--- src/rtl/ship_lives_controller.sv ---
// Player ship lives sequencer: ALIVE -> EXPLODING -> RESPAWN/DEAD, frame-timed via VGA vsync.
// Optional build macro SHIP_EXTRA_LIFE_EN adds the extra_life input from the score logic.
module ship_lives_controller #(
  parameter int LIVES          = 3,
  parameter int EXPLODE_FRAMES = 30,
  parameter int INVULN_FRAMES  = 120,
  parameter int BLINK_SHIFT    = 3
) (
  input  logic       Clk,
  input  logic       Reset,
  input  logic       play,
  input  logic       frame_sync,
  input  logic       collision,
`ifdef SHIP_EXTRA_LIFE_EN
  input  logic       extra_life,
`endif
  output logic       hit,
  output logic [2:0] lives,
  output logic       ship_visible,
  output logic       ship_active,
  output logic       exploding
);

  localparam logic [2:0] IDLE      = 3'd0;
  localparam logic [2:0] ALIVE     = 3'd1;
  localparam logic [2:0] EXPLODING = 3'd2;
  localparam logic [2:0] RESPAWN   = 3'd3;
  localparam logic [2:0] DEAD      = 3'd4;

  localparam logic [2:0] LIVES_INIT   = 3'(LIVES);
  localparam logic [7:0] EXPLODE_LAST = 8'(EXPLODE_FRAMES - 1);
  localparam logic [7:0] INVULN_LAST  = 8'(INVULN_FRAMES - 1);

  logic [2:0] state, state_d;
  logic [2:0] lives_d;
  logic [7:0] frame_cnt;
  logic       frame_sync_q;
  logic       frame_tick;
  logic       extra_inc;

`ifdef SHIP_EXTRA_LIFE_EN
  assign extra_inc = extra_life;
`else
  assign extra_inc = 1'b0;
`endif

  function automatic logic [2:0] sat_inc(input logic [2:0] v);
    return (v == 3'd7) ? v : v + 3'd1;
  endfunction

  function automatic logic [2:0] sat_dec(input logic [2:0] v);
    return (v == 3'd0) ? v : v - 3'd1;
  endfunction

  assign frame_tick = frame_sync & ~frame_sync_q;

  always_comb begin
    state_d = state;
    lives_d = lives;
    case (state)
      IDLE: begin
        lives_d = LIVES_INIT;
        if (play) state_d = ALIVE;
      end
      ALIVE: begin
        if (collision) begin
          state_d = EXPLODING;
          // A simultaneous extra life cancels the loss.
          if (!extra_inc) lives_d = sat_dec(lives);
        end else if (extra_inc) begin
          lives_d = sat_inc(lives);
        end
      end
      EXPLODING: begin
        if (extra_inc) lives_d = sat_inc(lives);
        if (frame_tick && frame_cnt == EXPLODE_LAST)
          state_d = (lives_d == 3'd0) ? DEAD : RESPAWN;
      end
      RESPAWN: begin
        if (extra_inc) lives_d = sat_inc(lives);
        if (frame_tick && frame_cnt == INVULN_LAST) state_d = ALIVE;
      end
      DEAD: begin
        lives_d = 3'd0;
      end
      default: begin
        state_d = IDLE;
        lives_d = LIVES_INIT;
      end
    endcase
    // Leaving PLAY overrides everything, including a same-cycle collision.
    if (!play) begin
      state_d = IDLE;
      lives_d = LIVES_INIT;
    end
  end

  always_ff @(posedge Clk) begin
    if (Reset) begin
      state        <= IDLE;
      lives        <= LIVES_INIT;
      frame_cnt    <= 8'd0;
      frame_sync_q <= 1'b1;
    end else begin
      state        <= state_d;
      lives        <= lives_d;
      frame_sync_q <= frame_sync;
      if (state_d != state)
        frame_cnt <= 8'd0;
      else if (frame_tick)
        frame_cnt <= frame_cnt + 8'd1;
    end
  end

  always_comb begin
    hit          = 1'b0;
    ship_visible = 1'b0;
    ship_active  = 1'b0;
    exploding    = 1'b0;
    case (state)
      ALIVE: begin
        ship_visible = 1'b1;
        ship_active  = 1'b1;
      end
      EXPLODING: begin
        exploding    = 1'b1;
        ship_visible = 1'b1;
      end
      RESPAWN: begin
        ship_active  = 1'b1;
        ship_visible = frame_cnt[BLINK_SHIFT];
      end
      DEAD: hit = 1'b1;
      default: ;
    endcase
  end

endmodule

--- config.mk ---
export PLATFORM = sky130hd
export DESIGN_NAME = ship_lives_controller
export DESIGN_NICKNAME = d
export VERILOG_FILES = /design/src/rtl/ship_lives_controller.sv
export SDC_FILE = /design/constraint.sdc
export NUM_CORES = 1
export LEC_CHECK = 0
export BUFFER_PORTS_ARGS = -buffer_cell sky130_fd_sc_hd__buf_2
export CORE_MARGIN = 3
export CORE_UTILIZATION = 45
export DETAILED_ROUTE_END_ITERATION = 6
export HOLD_SLACK_MARGIN = 0.12
export PLACE_DENSITY = 0.75
export SKIP_LAST_GASP = 1
export SYNTH_ARGS = -nofsm -noshare
export SYNTH_HDL_FRONTEND = slang
export SYNTH_SLANG_ARGS = --single-unit
export TNS_END_PERCENT = 30
--- constraint.sdc ---
create_clock -name Clk -period 1.9 [get_ports Clk]
set_input_delay 0.285 -clock Clk [delete_from_list [all_inputs] [get_ports Clk]]
set_output_delay 0.285 -clock Clk [all_outputs]
set_load 0.02 [all_outputs]
==> run metrics, run 1 <==
most common cell after layout, fill and taps aside buf_4; routed vias/inst 5.54; Tot Pwr 0.596 mW; Data arrival, critical path 2.25 ns; CTS tree yes; final-stage net count 155; synthesized area 925 um^2; Placer Congestion 0.827; Routed Antenna Nets 0; drt total wl 2390 um; CP Launch Type register; post-synthesis cell count 117; CTS H-Tree Depth 1; Critical Path RT 2.07 ns; Post-DP Area 0.00113 mm^2; Rows 15; 1st-iter DRT viols 32; Placeable Area 0.00184 mm^2; min-delay src frame_sync; Max clock buf depth 2; Worst Hold Slack 0.227 ns; Clock power frac 32.6%; HP Class input port to register; Slew @ Worst Pin 0.465 ns; synth unique cells 37; Die X 51.3 um; maxcap violations 0; first-pass GRT wire length 4130 um; DIE HEIGHT 51.3 um; I/O pins 12; CTS root buffer clkbuf_4; post-route design area 0.00118 mm^2; GR Overflow Total 0; Final Hold Fails 0; port bufs 11; clock-pin slew on the worst setup and hold paths 0.10 ns; Initial Util 50.3%; vias post-DR 942; CP Capture Type register; Detailed Routing Iterations Pass 1 4; sequential share of power 54.4%; Register Area 303 um^2; clk_skew 0.00885 ns; Inst Count DP 166; Post-synth EDFFs 0; Num CTS Buffers 3; crit-path max FO 8; Post-CTS Hold Fix Bufs 0; Worst-Skew Late Latency 0.29 ns; worst setup path start frame_cnt[1]; multi-input logic area 621 um^2; Final Util 64.1%; sequential area share after synthesis 32.5%; Lkg Pwr 0.488 nW; fin. max-slew vios 0; result of the run finished with violations; RSZ-0062 raised after global routing yes; Net Switching 0.161 mW; sw frac 27.1%; largest net degree at the start of global routing 11; ys flop type dfxtp_1; Area growth, synth to finish 27.5%; Final Cycle Share 109%; synthesized area per cell 7.90 um^2; relative slew slack 68.8%; failing checks negative setup slack; most frequent cells in the layout buf_4, nand2_1, nor2_1; Remaining DRCs 0; CTS Sinks 15; Max IR drop VDD 0.293 mV; synthesis-stage register bit count 15; layout cell share with drive strength beyond 1 28.3%; Antenna Cells 0; vias in the first global route 973; final non-filler cell total 170; ys async rst share 0%; Final Setup Violations 10; Comb pwr share 13.0%; die area 0.00263 mm^2; initial antenna violation count 0; total track usage 21.0%; Worst Slack Setup Final -0.177 ns; Filler Cells Inserted 164; Ys Warns 0; crit path kind register to register; WL/cell 14.0 um; dpl hpwl 1830 um; Syn Nets 126; Max Freq 481 MHz; post-CTS setup buffer count 0; R2R Path Start frame_cnt[1]; Internal Power 0.435 mW; final critical-path required period 2.08 ns; power density over the cells 506 mW/mm^2
-- worst max-delay path: stages (launching register included) --
cell,delay (ns)
dfxtp_2,0.34
inv_2,0.05
ha_4,0.10
or4b_4,0.45
or4_4,0.43
a221o_1,0.35
o211ai_4,0.15
a211oi_1,0.08
-- layer usage --
metal  track usage [%]  routed length (um)  vias to the layer above
met2              36.9                1200                       37
met3              3.50                 125                        6
li1                  -                   -                      465
met5                 0                   0                        -
met1              23.5                1010                      434
met4              12.2                  51                        0
-- Yosys cell counts (all sizes together) (2+ instances only) --
| master | instances | area [um^2] |
|---|---|---|
| nand2b | 5 | 31.3 |
| nand3 | 4 | 20.0 |
| nor2 | 14 | 52.6 |
| dfxtp | 15 | 300 |
| o21ai | 2 | 10.0 |
| a21o | 2 | 15.0 |
| nand2 | 15 | 56.3 |
| nor3 | 7 | 35.0 |
| xor2 | 2 | 17.5 |
| xnor2 | 5 | 43.8 |
| a31oi | 2 | 12.5 |
| a21oi | 5 | 25.0 |
| inv | 4 | 15.0 |
| o21bai | 2 | 15.0 |
| and3 | 3 | 18.8 |
| o211ai | 2 | 20.0 |
| clkbuf | 4 | 15.0 |
| nor2b | 3 | 18.8 |
| ha | 4 | 50.1 |
-- per-stage QoR --
step / setup TNS, ns / setup slack [ns]
finish: -1.36 / -0.177
floorplan: -0.581 / -0.0879
detailed placement: -1.33 / -0.176
global placement: -0.894 / -0.120
CTS: -1.39 / -0.178
global route: -2.08 / -0.236
-- logic make-up (layout without fill, tap and decap cells) --
group	Yosys count	after routing	share of synthesized area [%]
muxes	1	1	1.22
buffers and inverters	8	36	3.25
xor gates and xnor gates	7	7	6.63
AOI/OAI and AO/OA	20	20	15.2
and+or+nand+nor	62	62	35.9
adders and majority gates	4	4	5.41
DFF	15	15	32.5
-- flip-flops by register name, indices dropped and copies added, names as in the netlist --
name          count
lives             3
state             3
frame_sync_q      1
frame_cnt         8
-- power by group through the flow --
| stage | sequential [mW] | clock [mW] | combinational (mW) |
|---|---|---|---|
| 2_1_floorplan | 0.330 | 0 | 0.0447 |
| 3_3_place_gp | 0.331 | 0 | 0.0710 |
| 3_5_place_dp | 0.331 | 0 | 0.0729 |
| 4_1_cts | 0.324 | 0.191 | 0.0761 |
| 5_1_grt | 0.326 | 0.212 | 0.0844 |
| 6_report | 0.325 | 0.194 | 0.0774 |
-- final cells by class --
| class | count | area share (%) |
|---|---|---|
| clock buffers | 4 | 2.23 |
| well taps | 25 | 2.65 |
| flip-flops and latches | 15 | 25.7 |
| repair buffers | 28 | 15.5 |
| multi-input cells | 94 | 52.7 |
| inverters | 4 | 1.27 |
-- timing repair --
item                                    4_1_cts  5_1_grt
endpoints found under the setup margin       10       10
pin swaps                                     1        0
gates resized for setup                       4        1
-- path summary, 6_finish.rpt --
check                       to  slack (ns)  cells after the start
setup / recovery  frame_cnt[1]       -0.18                      7
setup reg to reg  frame_cnt[1]       -0.18                      7
hold / removal    frame_sync_q        0.23                      2
hold reg to reg       lives[1]        0.56                      2
No activity file was read; power rests on OpenSTA's default activity.
==> run 2: changes to the inputs <==
Settings changed: PLACE_DENSITY 0.75 to 0.72.
==> run metrics, run 2 (synthesized netlist as in run 1, its figures left out) <==
sequential share of power 56.3% (was 54.4%); crit-path max FO 8 (unchanged); Placeable Area 0.00184 mm^2 (unchanged); Antenna Cells 0 (unchanged); power density over the cells 494 mW/mm^2 (was 506 mW/mm^2); Post-CTS Hold Fix Bufs 0 (unchanged); Data arrival, critical path 2.23 ns (was 2.25 ns); routed vias/inst 5.42 (was 5.54); CTS tree yes (unchanged); Final Setup Violations 10 (unchanged); clk_skew 0.000577 ns (was 0.00885 ns); failing checks negative setup slack (unchanged); biggest regs frame_cnt (8), lives (3), state (3) (unchanged); port bufs 11 (unchanged); crit path kind register to register (unchanged); first-pass GRT wire length 3620 um (was 4130 um); I/O pins 12 (unchanged); total track usage 17.9% (was 21.0%); Routed Antenna Nets 0 (unchanged); largest net degree at the start of global routing 10 (was 11); sw frac 24.7% (was 27.1%); Net Switching 0.142 mW (was 0.161 mW); Top reg by flops frame_cnt (unchanged); WL/cell 12.7 um (was 14.0 um); Max Freq 481 MHz (about the same); vias post-DR 910 (was 942); initial antenna violation count 0 (unchanged); post-CTS setup buffer count 0 (unchanged); CP Launch Type register (unchanged); min-delay src frame_sync (unchanged); Final Cycle Share 109% (about the same); Internal Power 0.433 mW (was 0.435 mW); dpl hpwl 1630 um (was 1830 um); Worst Hold Slack 0.230 ns (was 0.227 ns); Num CTS Buffers 3 (unchanged); R2R Path Start frame_cnt[1] (unchanged); 1st-iter DRT viols 19 (was 32); RSZ-0062 raised after global routing yes (unchanged); Max clock buf depth 2 (unchanged); Slew @ Worst Pin 0.453 ns (was 0.465 ns); Rows 15 (unchanged); result of the run finished with violations (unchanged); worst setup path start frame_cnt[1] (unchanged); clock-pin slew on the worst setup and hold paths 0.08 ns (was 0.10 ns); Critical Path RT 2.05 ns (was 2.07 ns); Remaining DRCs 0 (unchanged); Die X 51.3 um (unchanged); Tot Pwr 0.575 mW (was 0.596 mW); vias in the first global route 852 (was 973); Placer Congestion 0.894 (was 0.827); Worst-Skew Late Latency 0.27 ns (was 0.29 ns); DIE HEIGHT 51.3 um (unchanged); Clock power frac 30.7% (was 32.6%); Final Hold Fails 0 (unchanged); Initial Util 50.3% (unchanged); Lkg Pwr 0.481 nW (was 0.488 nW); final-stage net count 153 (was 155); CTS Sinks 15 (unchanged); final critical-path required period 2.08 ns (about the same); CP Capture Type register (unchanged); Comb pwr share 13.0% (about the same); CTS root buffer clkbuf_4 (unchanged); Worst Slack Setup Final -0.179 ns (was -0.177 ns); drt total wl 2130 um (was 2390 um); die area 0.00263 mm^2 (unchanged); layout cell share with drive strength beyond 1 27.3% (was 28.3%); Area growth, synth to finish 25.8% (was 27.5%); HP Class input port to register (unchanged); fin. max-slew vios 0 (unchanged); Largest register FFs 8 (unchanged); GR Overflow Total 0 (unchanged); Detailed Routing Iterations Pass 1 4 (unchanged); CTS H-Tree Depth 1 (unchanged); relative slew slack 69.6% (was 68.8%); most frequent cells in the layout nand2_1, buf_4, nor2_1 (was buf_4, nand2_1, nor2_1); Max IR drop VDD 0.339 mV (was 0.293 mV); maxcap violations 0 (unchanged)
run 2: worst paths after layout:
| kind | end | slack [ns] | depth (start not counted) |
|---|---|---|---|
| min reg2reg | lives[1] | 0.55 | 2 |
| max | frame_cnt[1] | -0.18 | 7 |
| max reg2reg | frame_cnt[1] | -0.18 | 7 |
| min | frame_sync_q | 0.23 | 2 |
run 2: through the flow:
step | cells | setup TNS [ns] | utilization, % | instance area, um^2 | setup WS [ns]
5_1_grt | 168 | -2.30 | 63.3 | 1160 | -0.262
2_1_floorplan | 117 | -0.581 | - | 927 | -0.0879
4_1_cts | 168 | -1.26 | 63.0 | 1160 | -0.169
3_5_place_dp | 164 | -1.20 | 60.4 | 1110 | -0.164
6_report | 168 | -1.28 | 63.3 | 1160 | -0.179
3_3_place_gp | 164 | -0.922 | 60.4 | 1110 | -0.121
run 2: timing repair:
action | CTS | global route
endpoints found under the hold margin | 0 | 0
pin swaps | 1 | 1
setup endpoints to repair | 9 | 12
resized for setup | 4 | 1
run 2: layout make-up:
class                           instances  area, um^2
Sequential cell                        15         303
Fill cell                             183         676
Multi-Input combinational cell         94         621
Tap cell                               25        31.3
Inverter                                4        15.0
Clock buffer                            4        26.3
Timing Repair Buffer                   26         168
run 2: power groups by stage:
stage / clock, mW / sequential, mW / combinational [mW]
2_1_floorplan: 0 / 0.330 / 0.0447
3_3_place_gp: 0 / 0.331 / 0.0691
3_5_place_dp: 0 / 0.331 / 0.0707
4_1_cts: 0.185 / 0.324 / 0.0742
5_1_grt: 0.196 / 0.325 / 0.0834
6_report: 0.176 / 0.324 / 0.0749
run 2: worst max-delay path: stages, from the launching register on:
cell and delay [ns]:
dfxtp_2 0.33, inv_2 0.06, ha_4 0.11, or4b_4 0.45, or4_4 0.43, a221o_1 0.35, o211ai_4 0.14, a211oi_1 0.08
run 2: per-layer routing:
metal  share of wire (%)  routed length, um  global-route usage (%)
met1                  47               1000                    23.6
met2                  48               1020                    29.6
met3                 4.1                 87                    2.04
met4                0.89                 19                    6.99
met5                   0                  0                       0
==> run 3: changes to the inputs <==
Settings changed: REMOVE_ABC_BUFFERS set to 1.
==> run metrics, run 3 (synthesized netlist as in run 1, its figures left out) <==
result of the run finished with violations (unchanged); failing checks negative setup slack (unchanged); most frequent cells in the layout buf_4, nand2_1, nor2_1 (was nand2_1, buf_4, nor2_1); crit path kind register to register (unchanged); clock-pin slew on the worst setup and hold paths 0.10 ns (was 0.08 ns); Remaining DRCs 0 (unchanged); 1st-iter DRT viols 31 (was 19); dpl hpwl 1560 um (was 1630 um); Worst Hold Slack 0.227 ns (was 0.230 ns); Max clock buf depth 2 (unchanged); Area growth, synth to finish 31.1% (was 25.8%); maxcap violations 0 (unchanged); Worst Slack Setup Final -0.184 ns (was -0.179 ns); RSZ-0062 raised after global routing yes (unchanged); GR Overflow Total 0 (unchanged); layout cell share with drive strength beyond 1 32.2% (was 27.3%); total track usage 19.1% (was 17.9%); Max Freq 480 MHz (was 481 MHz); CP Capture Type register (unchanged); Placer Congestion 0.826 (was 0.894); CTS Sinks 15 (unchanged); crit-path max FO 2 (was 8); Initial Util 50.3% (unchanged); Slew @ Worst Pin 0.568 ns (was 0.453 ns); Routed Antenna Nets 0 (unchanged); HP Class input port to register (unchanged); Data arrival, critical path 2.30 ns (was 2.23 ns); Tot Pwr 0.592 mW (was 0.575 mW); Detailed Routing Iterations Pass 1 4 (unchanged); vias in the first global route 866 (was 852); final critical-path required period 2.08 ns (about the same); die area 0.00263 mm^2 (unchanged); CP Launch Type register (unchanged); routed vias/inst 5.44 (was 5.42); fin. max-slew vios 0 (unchanged); most common cell after layout, fill and taps aside buf_4; I/O pins 12 (unchanged); CTS tree yes (unchanged); Die X 51.3 um (unchanged); Post-DP Area 0.00112 mm^2 (was 0.00111 mm^2); final-stage net count 156 (was 153); initial antenna violation count 0 (unchanged); Top reg by flops frame_cnt (unchanged); Filler Cells Inserted 170 (was 183); Antenna Cells 0 (unchanged); vias post-DR 931 (was 910); Final Hold Fails 0 (unchanged); Place WS -0.205 ns (was -0.164 ns); power density over the cells 489 mW/mm^2 (was 494 mW/mm^2); Final Cycle Share 110% (was 109%); CTS root buffer clkbuf_4 (unchanged); clk_skew 0.00482 ns (was 0.000577 ns); Largest register FFs 8 (unchanged); biggest regs frame_cnt (8), lives (3), state (3) (unchanged); Num CTS Buffers 3 (unchanged); drt total wl 2190 um (was 2130 um); largest net degree at the start of global routing 16 (was 10); Max IR drop VDD 0.315 mV (was 0.339 mV); Lkg Pwr 0.498 nW (was 0.481 nW); WL/cell 12.8 um (was 12.7 um); Final Setup Violations 11 (was 10); post-route design area 0.00121 mm^2 (was 0.00116 mm^2); Critical Path RT 2.12 ns (was 2.05 ns); Worst-Skew Late Latency 0.29 ns (was 0.27 ns); first-pass GRT wire length 3800 um (was 3620 um); Rows 15 (unchanged); Placeable Area 0.00184 mm^2 (unchanged); relative slew slack 62.1% (was 69.6%); Post-CTS Hold Fix Bufs 0 (unchanged); DIE HEIGHT 51.3 um (unchanged); port bufs 11 (unchanged); CTS H-Tree Depth 1 (unchanged)
run 3: cell count changes in the layout (fill, tap and decap cells not counted):
cell,before,now
a211oi_1,1,0
a211oi_2,0,1
a21oi_1,5,4
a21oi_2,0,1
buf_4,15,18
clkbuf_1,1,0
clkinv_2,0,1
nor3_1,6,4
nor3_2,1,2
nor3_4,0,1
run 3: critical path, stage by stage, from the launching register on:
cell     delay (ns)
dfxtp_2        0.34
inv_2          0.06
ha_4           0.11
or4b_4         0.45
or4_4          0.43
buf_4          0.15
buf_4          0.14
nor3_4         0.11
a21oi_2        0.05
nor3_2         0.17
run 3: stage by stage:
step | utilization (%) | setup TNS (ns) | instances
floorplan | - | -1.20 | 113
global placement | 61.1 | -1.15 | 166
detailed placement | 61.1 | -1.66 | 166
CTS | 64.6 | -1.54 | 171
global route | 65.9 | -2.62 | 171
finish | 65.9 | -1.57 | 171
run 3: what timing repair did:
| action | in CTS | in global routing |
|---|---|---|
| endpoints found under the setup margin | 10 | 11 |
| resized for setup | 7 | 5 |
| cloned | 0 | 0 |
| hold endpoints to repair | 0 | 0 |
| pin swaps | 6 | 2 |
| buffers inserted | 1 | 0 |
run 3: layout make-up:
cell class	count	area, um^2	share of cell area, %
Multi-Input combinational cell	94	646	53.3
Sequential cell	15	303	25.0
Timing Repair Buffer	29	190	15.7
Tap cell	25	31.3	2.58
Clock buffer	3	22.5	1.86
Inverter	4	15.0	1.24
Clock inverter	1	5.00	0.413
run 3: worst paths after layout:
check | startpoint | to | slack, ns | cells past startpoint
max | frame_cnt[1] | state[2] | -0.18 | 9
min | frame_sync | frame_sync_q | 0.23 | 2
max reg2reg | frame_cnt[1] | state[2] | -0.18 | 9
min reg2reg | lives[1] | lives[1] | 0.55 | 2
run 3: power by group:
group | internal [mW] | switching, mW
clock network | 0.0782 | 0.111
logic | 0.0355 | 0.0443
registers | 0.319 | 0.00466
total | 0.433 | 0.160
run 3: routing by layer:
layer / global-route usage (%) / share of wire, % / up-vias
met3: 3.21 / 3.9 / 6
li1: - / - / 467
met4: 8.73 / 2.0 / 0
met2: 29.4 / 46 / 26
met1: 25.8 / 48 / 432
met5: 0 / 0 / -
